File: config.mk
export PLATFORM = sky130hd
export DESIGN_NAME = tree_vote_engine
export DESIGN_NICKNAME = d
export VERILOG_FILES = /design/src/rtl/tree_vote_engine.sv
export SDC_FILE = /design/constraint.sdc
export NUM_CORES = 2
export LEC_CHECK = 0
export ABC_AREA = 0
export BUFFER_PORTS_ARGS = -buffer_cell sky130_fd_sc_hd__buf_2
export CAP_MARGIN = 40
export CELL_PAD_IN_SITES_DETAIL_PLACEMENT = 1
export CELL_PAD_IN_SITES_GLOBAL_PLACEMENT = 2
export CORE_MARGIN = 4
export CORE_UTILIZATION = 43
export DETAILED_ROUTE_END_ITERATION = 7
export GPL_ROUTABILITY_DRIVEN = 1
export PLACE_DENSITY_LB_ADDON = 0.1
export REMOVE_ABC_BUFFERS = 1
export SYNTH_ARGS = -nofsm -noshare
export SYNTH_HDL_FRONTEND = slang
export SYNTH_SLANG_ARGS = --single-unit
File: constraint.sdc
create_clock -name clk -period 17.2 [get_ports clk]
set_input_delay 5.16 -clock clk [delete_from_list [all_inputs] [get_ports clk]]
set_output_delay 5.16 -clock clk [all_outputs]
set_load 0.05 [all_outputs]
File: src/rtl/tree_vote_engine.sv
// ---------------------------------------------------------------------------
// tree_vote_engine
//
// Ensemble voting stage. Waits for all N_TREES tree engines to report, takes a
// snapshot of their leaf results, and accumulates a per-class score LANES
// trees per cycle. Each tree adds +1 in majority mode or its leaf weight in
// weighted mode. The block then scans the classes for the arg-max, with the
// lowest index winning ties, and presents the result for one done cycle.
//
// Optional build macro: TREE_VOTE_MARGIN_EN
//   Adds the output "margin" (best score minus runner-up score).
//
// Ports:
//   clk          single clock
//   rst          synchronous, active-high reset
//   start        one-cycle request, accepted only while idle (busy=0)
//   mode         0 = majority, 1 = weighted; sampled on the accepted start
//   leaf_class   packed class IDs, tree t at [t*CLASS_W +: CLASS_W]
//   leaf_weight  packed unsigned weights, tree t at [t*WEIGHT_W +: WEIGHT_W]
//   tree_done    per-tree completion levels
//   busy         high while an inference is in flight
//   done         one-cycle pulse when the result outputs are valid
//   prediction   winning class, zero-extended to 8 bits
//   score        winning class score
//   tie          best nonzero score shared by two or more classes
//   invalid      at least one leaf reported a class >= N_CLASSES
//   timeout      inference aborted while waiting for the trees
//   margin       (TREE_VOTE_MARGIN_EN only) best minus runner-up score
// ---------------------------------------------------------------------------
module tree_vote_engine #(
    parameter int N_TREES   = 16,
    parameter int N_CLASSES = 32,
    parameter int CLASS_W   = 8,
    parameter int WEIGHT_W  = 8,
    parameter int LANES     = 4,
    parameter int TIMEOUT   = 0,
    parameter int SCORE_W   = $clog2(N_TREES * (2**WEIGHT_W - 1) + 1)
) (
    input  logic                          clk,
    input  logic                          rst,
    input  logic                          start,
    input  logic                          mode,
    input  logic [N_TREES*CLASS_W-1:0]    leaf_class,
    input  logic [N_TREES*WEIGHT_W-1:0]   leaf_weight,
    input  logic [N_TREES-1:0]            tree_done,
    output logic                          busy,
    output logic                          done,
    output logic [7:0]                    prediction,
    output logic [SCORE_W-1:0]            score,
    output logic                          tie,
    output logic                          invalid,
    output logic                          timeout
`ifdef TREE_VOTE_MARGIN_EN
    ,
    output logic [SCORE_W-1:0]            margin
`endif
);

    localparam int N_CYC   = N_TREES / LANES;
    localparam int IDX_W   = (N_CLASSES > 1) ? $clog2(N_CLASSES) : 1;
    localparam int TREE_W  = (N_TREES > 1) ? $clog2(N_TREES) : 1;
    localparam int MAX_A   = (TIMEOUT > N_CLASSES) ? TIMEOUT : N_CLASSES;
    localparam int CNT_MAX = (MAX_A > N_TREES) ? MAX_A : N_TREES;
    localparam int CNT_W   = $clog2(CNT_MAX + 1);

    localparam logic [2:0] S_IDLE  = 3'd0;
    localparam logic [2:0] S_WAIT  = 3'd1;
    localparam logic [2:0] S_COUNT = 3'd2;
    localparam logic [2:0] S_SCAN  = 3'd3;
    localparam logic [2:0] S_OUT   = 3'd4;

    // Control
    logic [2:0]          state_q, state_d;
    logic [CNT_W-1:0]    cnt_q, cnt_d;      // wait cycles / count cycle / scan index
    logic                mode_q, mode_d;

    // Snapshot and per-class scores
    logic [CLASS_W-1:0]  snap_class_q  [N_TREES];
    logic [CLASS_W-1:0]  snap_class_d  [N_TREES];
    logic [WEIGHT_W-1:0] snap_weight_q [N_TREES];
    logic [WEIGHT_W-1:0] snap_weight_d [N_TREES];
    logic [SCORE_W-1:0]  class_score_q [N_CLASSES];
    logic [SCORE_W-1:0]  class_score_d [N_CLASSES];

    // Per-inference accumulators
    logic                inv_acc_q, inv_acc_d;
    logic                to_acc_q, to_acc_d;
    logic [SCORE_W-1:0]  best_q, best_d;
    logic [IDX_W-1:0]    best_idx_q, best_idx_d;
    logic                tie_acc_q, tie_acc_d;
`ifdef TREE_VOTE_MARGIN_EN
    logic [SCORE_W-1:0]  second_q, second_d;
    logic [SCORE_W-1:0]  margin_q, margin_d;
`endif

    // Result registers
    logic                done_q, done_d;
    logic [7:0]          pred_q, pred_d;
    logic [SCORE_W-1:0]  score_out_q, score_out_d;
    logic                tie_q, tie_d;
    logic                invalid_q, invalid_d;
    logic                timeout_q, timeout_d;

    // Lane decode for the current COUNT cycle
    logic [TREE_W-1:0]   lane_tree  [LANES];
    logic [CLASS_W-1:0]  lane_class [LANES];
    logic [SCORE_W-1:0]  lane_inc   [LANES];
    logic [LANES-1:0]    lane_bad;

    generate
        for (genvar gi = 0; gi < LANES; gi++) begin : g_lane
            assign lane_tree[gi]  = TREE_W'(cnt_q * CNT_W'(LANES) + CNT_W'(gi));
            assign lane_class[gi] = snap_class_q[lane_tree[gi]];
            assign lane_inc[gi]   = mode_q ? SCORE_W'(snap_weight_q[lane_tree[gi]])
                                           : SCORE_W'(1);
            assign lane_bad[gi]   = 32'(lane_class[gi]) >= N_CLASSES;
        end
    endgenerate

    // Adder tree per class: every lane that names class k contributes, so
    // several lanes voting for the same class in one cycle are all counted.
    logic [SCORE_W-1:0] class_add [N_CLASSES];
    always_comb begin
        for (int k = 0; k < N_CLASSES; k++) begin
            class_add[k] = '0;
            for (int l = 0; l < LANES; l++) begin
                if (!lane_bad[l] && (32'(lane_class[l]) == 32'(k))) begin
                    class_add[k] = class_add[k] + lane_inc[l];
                end
            end
        end
    end

    logic [SCORE_W-1:0] scan_score;
    assign scan_score = class_score_q[IDX_W'(cnt_q)];

    always_comb begin
        state_d     = state_q;
        cnt_d       = cnt_q;
        mode_d      = mode_q;
        inv_acc_d   = inv_acc_q;
        to_acc_d    = to_acc_q;
        best_d      = best_q;
        best_idx_d  = best_idx_q;
        tie_acc_d   = tie_acc_q;
`ifdef TREE_VOTE_MARGIN_EN
        second_d    = second_q;
        margin_d    = margin_q;
`endif
        done_d      = 1'b0;
        pred_d      = pred_q;
        score_out_d = score_out_q;
        tie_d       = tie_q;
        invalid_d   = invalid_q;
        timeout_d   = timeout_q;
        for (int t = 0; t < N_TREES; t++) begin
            snap_class_d[t]  = snap_class_q[t];
            snap_weight_d[t] = snap_weight_q[t];
        end
        for (int k = 0; k < N_CLASSES; k++) begin
            class_score_d[k] = class_score_q[k];
        end

        case (state_q)
            S_IDLE: begin
                if (start) begin
                    state_d    = S_WAIT;
                    mode_d     = mode;
                    cnt_d      = '0;
                    inv_acc_d  = 1'b0;
                    to_acc_d   = 1'b0;
                    best_d     = '0;
                    best_idx_d = '0;
                    tie_acc_d  = 1'b0;
`ifdef TREE_VOTE_MARGIN_EN
                    second_d   = '0;
`endif
                    tie_d      = 1'b0;
                    invalid_d  = 1'b0;
                    timeout_d  = 1'b0;
                end
            end

            S_WAIT: begin
                if (&tree_done) begin
                    for (int t = 0; t < N_TREES; t++) begin
                        snap_class_d[t]  = leaf_class[t*CLASS_W +: CLASS_W];
                        snap_weight_d[t] = leaf_weight[t*WEIGHT_W +: WEIGHT_W];
                    end
                    for (int k = 0; k < N_CLASSES; k++) begin
                        class_score_d[k] = '0;
                    end
                    cnt_d   = '0;
                    state_d = S_COUNT;
                end else if ((TIMEOUT > 0) && (cnt_q == CNT_W'(TIMEOUT))) begin
                    // Accumulators were cleared on start, so OUT publishes zeros.
                    to_acc_d = 1'b1;
                    state_d  = S_OUT;
                end else begin
                    cnt_d = cnt_q + 1'b1;
                end
            end

            S_COUNT: begin
                for (int k = 0; k < N_CLASSES; k++) begin
                    class_score_d[k] = class_score_q[k] + class_add[k];
                end
                inv_acc_d = inv_acc_q | (|lane_bad);
                if (cnt_q == CNT_W'(N_CYC - 1)) begin
                    cnt_d   = '0;
                    state_d = S_SCAN;
                end else begin
                    cnt_d = cnt_q + 1'b1;
                end
            end

            S_SCAN: begin
                // Strictly-greater replacement keeps the lowest index on ties.
                if (scan_score > best_q) begin
                    best_d     = scan_score;
                    best_idx_d = IDX_W'(cnt_q);
                    tie_acc_d  = 1'b0;
`ifdef TREE_VOTE_MARGIN_EN
                    second_d   = best_q;
`endif
                end else if ((scan_score == best_q) && (scan_score != '0)) begin
                    tie_acc_d  = 1'b1;
`ifdef TREE_VOTE_MARGIN_EN
                    second_d   = scan_score;
`endif
                end
`ifdef TREE_VOTE_MARGIN_EN
                else if (scan_score > second_q) begin
                    second_d   = scan_score;
                end
`endif
                if (cnt_q == CNT_W'(N_CLASSES - 1)) begin
                    cnt_d   = '0;
                    state_d = S_OUT;
                end else begin
                    cnt_d = cnt_q + 1'b1;
                end
            end

            S_OUT: begin
                pred_d      = 8'(best_idx_q);
                score_out_d = best_q;
                tie_d       = tie_acc_q;
                invalid_d   = inv_acc_q;
                timeout_d   = to_acc_q;
`ifdef TREE_VOTE_MARGIN_EN
                margin_d    = best_q - second_q;
`endif
                done_d      = 1'b1;
                state_d     = S_IDLE;
            end

            default: begin
                state_d = S_IDLE;
            end
        endcase
    end

    always_ff @(posedge clk) begin
        if (rst) begin
            state_q     <= S_IDLE;
            cnt_q       <= '0;
            mode_q      <= 1'b0;
            inv_acc_q   <= 1'b0;
            to_acc_q    <= 1'b0;
            best_q      <= '0;
            best_idx_q  <= '0;
            tie_acc_q   <= 1'b0;
`ifdef TREE_VOTE_MARGIN_EN
            second_q    <= '0;
            margin_q    <= '0;
`endif
            done_q      <= 1'b0;
            pred_q      <= '0;
            score_out_q <= '0;
            tie_q       <= 1'b0;
            invalid_q   <= 1'b0;
            timeout_q   <= 1'b0;
            for (int t = 0; t < N_TREES; t++) begin
                snap_class_q[t]  <= '0;
                snap_weight_q[t] <= '0;
            end
            for (int k = 0; k < N_CLASSES; k++) begin
                class_score_q[k] <= '0;
            end
        end else begin
            state_q     <= state_d;
            cnt_q       <= cnt_d;
            mode_q      <= mode_d;
            inv_acc_q   <= inv_acc_d;
            to_acc_q    <= to_acc_d;
            best_q      <= best_d;
            best_idx_q  <= best_idx_d;
            tie_acc_q   <= tie_acc_d;
`ifdef TREE_VOTE_MARGIN_EN
            second_q    <= second_d;
            margin_q    <= margin_d;
`endif
            done_q      <= done_d;
            pred_q      <= pred_d;
            score_out_q <= score_out_d;
            tie_q       <= tie_d;
            invalid_q   <= invalid_d;
            timeout_q   <= timeout_d;
            for (int t = 0; t < N_TREES; t++) begin
                snap_class_q[t]  <= snap_class_d[t];
                snap_weight_q[t] <= snap_weight_d[t];
            end
            for (int k = 0; k < N_CLASSES; k++) begin
                class_score_q[k] <= class_score_d[k];
            end
        end
    end

    assign busy       = (state_q != S_IDLE);
    assign done       = done_q;
    assign prediction = pred_q;
    assign score      = score_out_q;
    assign tie        = tie_q;
    assign invalid    = invalid_q;
    assign timeout    = timeout_q;
`ifdef TREE_VOTE_MARGIN_EN
    assign margin     = margin_q;
`endif

endmodule

==> flow_metrics.py <==
metrics = {
    "cells_and_area": {
        "multi_input_area_um2": 63770,
        "nFillCells": 23020,
        "layout-drive-gt1-share_pct": 12.62,
        "seqCellArea_um2": 16470,
        "area_growth_pct": 9.208,
        "layout.nets": 11790,
    },
    "clocking": {
        "clockBufferDepth": 3,
        "cts_hold_buf": 0,
        "cts_resized": 0,
        "cts.htree.levels": 3,
        "cts-root-buf": "clkbuf_16",
        "tritoncts": "done",
        "clock-sinks": 694,
        "path_clk_slew_ps": 80,
        "numCtsBuffers": 88,
        "post_cts_buffers": 0,
        "clk-insertion-delay-late_ps": 790,
    },
    "worst_setup_path": {
        "slowest_stage": "buf_4",
        "r2r_slack_ps": 7410,
        "cpMostUsedCell": "o21ai_0",
        "crit_buf_inv": 1,
        "cp.required_ps": 17880,
        "r2r-end": "class_score_q[24][11]",
        "crit_arrival_ps": 10460,
        "critPathKind": "register to register",
        "worst-path-max-fanout": 38,
        "reg2reg_depth": 35,
        "critical-path-top-delay-family": "compound AO/OA/AOI/OAI gates",
        "endpoint_kind": "register",
        "critical_path.startpoint_type": "register",
        "worst_path_largest_cell_delay_ps": 720,
    },
    "min_path": {
        "hp-class": "register to register",
        "holdCritStartpoint": "prediction[1]",
        "whs_path_depth": 2,
        "worstHoldEndpoint": "prediction[1]",
    },
    "detailed_routing": {
        "wl_per_cell_um": 28.17,
        "vias_per_cell": 6.194,
        "vias": 80230,
        "wl_met2_um": 168000,
        "route.met3.wl_um": 22330,
        "drcViolationCount": 0,
        "drt_pass1_iterations": 8,
        "drtIter0Drc": 5620,
        "route.top_layer_used": "met5",
        "antenna_left": 0,
        "wl_um": 364800,
        "wl_met1_um": 152300,
    },
    "yosys": {
        "synth_compound_area_share_pct": 19.95,
        "ys_types": 108,
        "synthXorXnorAreaFrac_pct": 8.093,
        "ys.flop_type": "dfxtp_1",
        "synth_mux_area_share_pct": 11.05,
        "synth-async-reset-ratio_pct": 0,
        "synth_top_family_by_area": "compound AO/OA/AOI/OAI gates",
        "synthSimpleGateAreaFrac_pct": 17.61,
        "avgSynthCellArea_um2": 8.253,
        "syn_area_um2": 83980,
        "yosys_warnings": 0,
        "syn-instance-count": 10180,
        "synth_edf_count": 256,
        "synth-seq-area-share_pct": 19.60,
        "ys_ff_latch": 694,
        "synthAdderAreaFrac_pct": 18.98,
    },
    "floorplan": {
        "io_pins": 301,
        "die_h_um": 449.9,
        "fp-row-count": 161,
        "initial_core_util_pct": 43.42,
        "core_area_um2": 193400,
        "die_x_um": 449.9,
        "dieArea_um2": 202400,
    },
    "sta": {
        "finalCriticalPeriod_ps": 9786,
        "max_freq_mhz": 102.2,
        "relSlewSlack_pct": 20.72,
        "finalHoldViolCount": 0,
        "tightest_slew_ps": 1189,
        "finalCritPeriodShare_pct": 56.89,
        "setup_viol": 0,
        "drv_slew": 0,
        "setup_tns_ps": 0,
        "rsz0062_at_grt": "no",
        "finClkSkew_ps": 43.71,
    },
    "placement": {
        "gp_congestion": 0.9591,
        "io_buffers": 296,
        "hpwl_um": 277500,
    },
    "pwr": {
        "seqPwrFrac_pct": 39.2,
        "powerDensity_nw_per_um2": 49.05,
        "switchingPower_w": 0.001420,
        "intPower_w": 0.003079,
        "p_total_w": 0.004499,
        "combPwrFrac_pct": 17.6,
        "ir_drop_uv": 73.68,
        "clock_power_share_pct": 43.2,
        "power_leakage_nw": 39.19,
        "switching_share_pct": 31.56,
    },
    "grt": {
        "grt_max_degree": 171,
        "antenna_found_initial": 38,
        "grt_pass1_vias": 82680,
        "grt_pass1_wl_um": 537100,
        "grtUsageTotal_pct": 34.84,
        "gr-total-overflow": 0,
    },
    "job": {
        "cap_violations": 0,
    },
    "status": {
        "outcome": "completed",
    },
}
[registers in the layout (all words and copies together), names as in the netlist, 3 cells and up, named ones only]
signal / cells
best_q: 12
prediction: 5
snap_class_q: 128
snap_weight_q: 128
cnt_q: 6
score: 12
best_idx_q: 5
state_q: 3
class_score_q: 384
[logic make-up (layout without fill, tap and decap cells)]
logic type | Yosys count | count (layout)
AND/OR/NAND/NOR | 3036 | 3036
buffers and inverters | 1015 | 1224
adder cells (fa/ha/maj) | 1197 | 1197
flip-flops | 694 | 694
AO/OA/AOI/OAI | 2788 | 2788
XOR/XNOR | 776 | 776
other | 1 | 44
multiplexers | 668 | 668
[synth_stat cells, types with 63 or more instances]
library cell	instances	area share (%)
xnor2_1	599	6.2
mux2i_1	95	1.1
a22o_1	77	0.80
nor2_1	870	3.9
a21oi_1	1093	6.5
ha_1	1069	16
nor3_1	171	1.0
fa_1	128	3.1
xor2_1	177	1.8
edfxtp_1	256	9.2
o21ai_0	600	3.6
clkbuf_1	307	1.4
o31ai_1	63	0.56
nand2_1	750	3.4
a21boi_0	87	0.78
a31oi_1	101	0.75
o21a_1	98	0.88
mux2_2	403	5.4
nand2b_1	86	0.64
a21o_1	203	1.8
inv_1	596	2.7
and2_1	197	1.5
o21bai_1	179	1.6
nand3_1	349	2.1
dfxtp_1	438	10
mux4_2	166	4.5
nor2b_1	293	2.2
[through the flow]
stage | setup WS, ps | hold WS, ps | util (%) | instance area (um^2) | instances
after CTS | 7566 | 462.2 | 47.36 | 91590 | 12910
after global routing | 6568 | 485.6 | 47.41 | 91680 | 12940
after floorplan | -4735 | 426.1 | - | 82270 | 9759
final | 7414 | 456.0 | 47.42 | 91710 | 12950
after global placement | 7874 | 443.3 | 45.55 | 88080 | 12700
after detailed placement | 7663 | 453.9 | 45.84 | 88650 | 12750
[per-layer routing]
metal  global-route usage (%)  vias to the layer above
met1                    43.88                    40290
met4                    18.17                       16
met3                    5.373                      726
met2                    57.58                     2417
met5                        0                        -
li1                         -                    36780
[power groups by stage]
stage / clock, W / sequential, W / combinational (W)
floorplan: 0 / 0.00181 / 0.000399
global placement: 0 / 0.00179 / 0.000740
detailed placement: 0 / 0.00180 / 0.000772
CTS: 0.00199 / 0.00176 / 0.000776
global route: 0.00205 / 0.00176 / 0.000832
finish: 0.00194 / 0.00176 / 0.000794
[tightest hold or removal path: stages (launching register included)]
cell	delay, ps
dfxtp_1	310
nand2_1	50
a21oi_1	50
[cell usage in the layout (no fill, tap or decap), types with 138 or more instances in the layout]
cell type  netlist  layout
nor2_1         870     865
nand2_1        750     741
nor2b_1        293     291
xor2_1         177     177
mux2_2         403     403
inv_1          596     595
buf_2           48     303
ha_1          1069    1069
xnor2_1        599     599
nor3_1         171     169
dfxtp_1        438     432
o21ai_0        600     600
nand3_1        349     349
mux4_2         166     166
buf_4           10     138
o21bai_1       179     179
a21oi_1       1093    1092
and2_1         197     176
a21o_1         203     203
edfxtp_1       256     256
[how the worst max path moves through the flow]
stage	endpoint	slack [ps]	depth (start not counted)
5_1_grt	class_score_q[24][11]	6570	35
4_1_cts	class_score_q[24][11]	7570	35
6_report	class_score_q[24][11]	7410	35
3_3_place_gp	class_score_q[4][11]	7870	33
2_1_floorplan	snap_class_q[0][0]	-4740	4
3_5_place_dp	class_score_q[24][11]	7660	35
[layout make-up]
class / count / share of cell area (%)
Antenna cell: 40 / 0.1091
Clock inverter: 43 / 0.5294
Tap cell: 2526 / 3.446
Sequential cell: 694 / 17.96
Timing Repair Buffer: 465 / 3.299
Inverter: 596 / 2.439
Multi-Input combinational cell: 8469 / 69.54
Clock buffer: 120 / 2.675
Note: power is estimated with default switching activity, not from simulation.
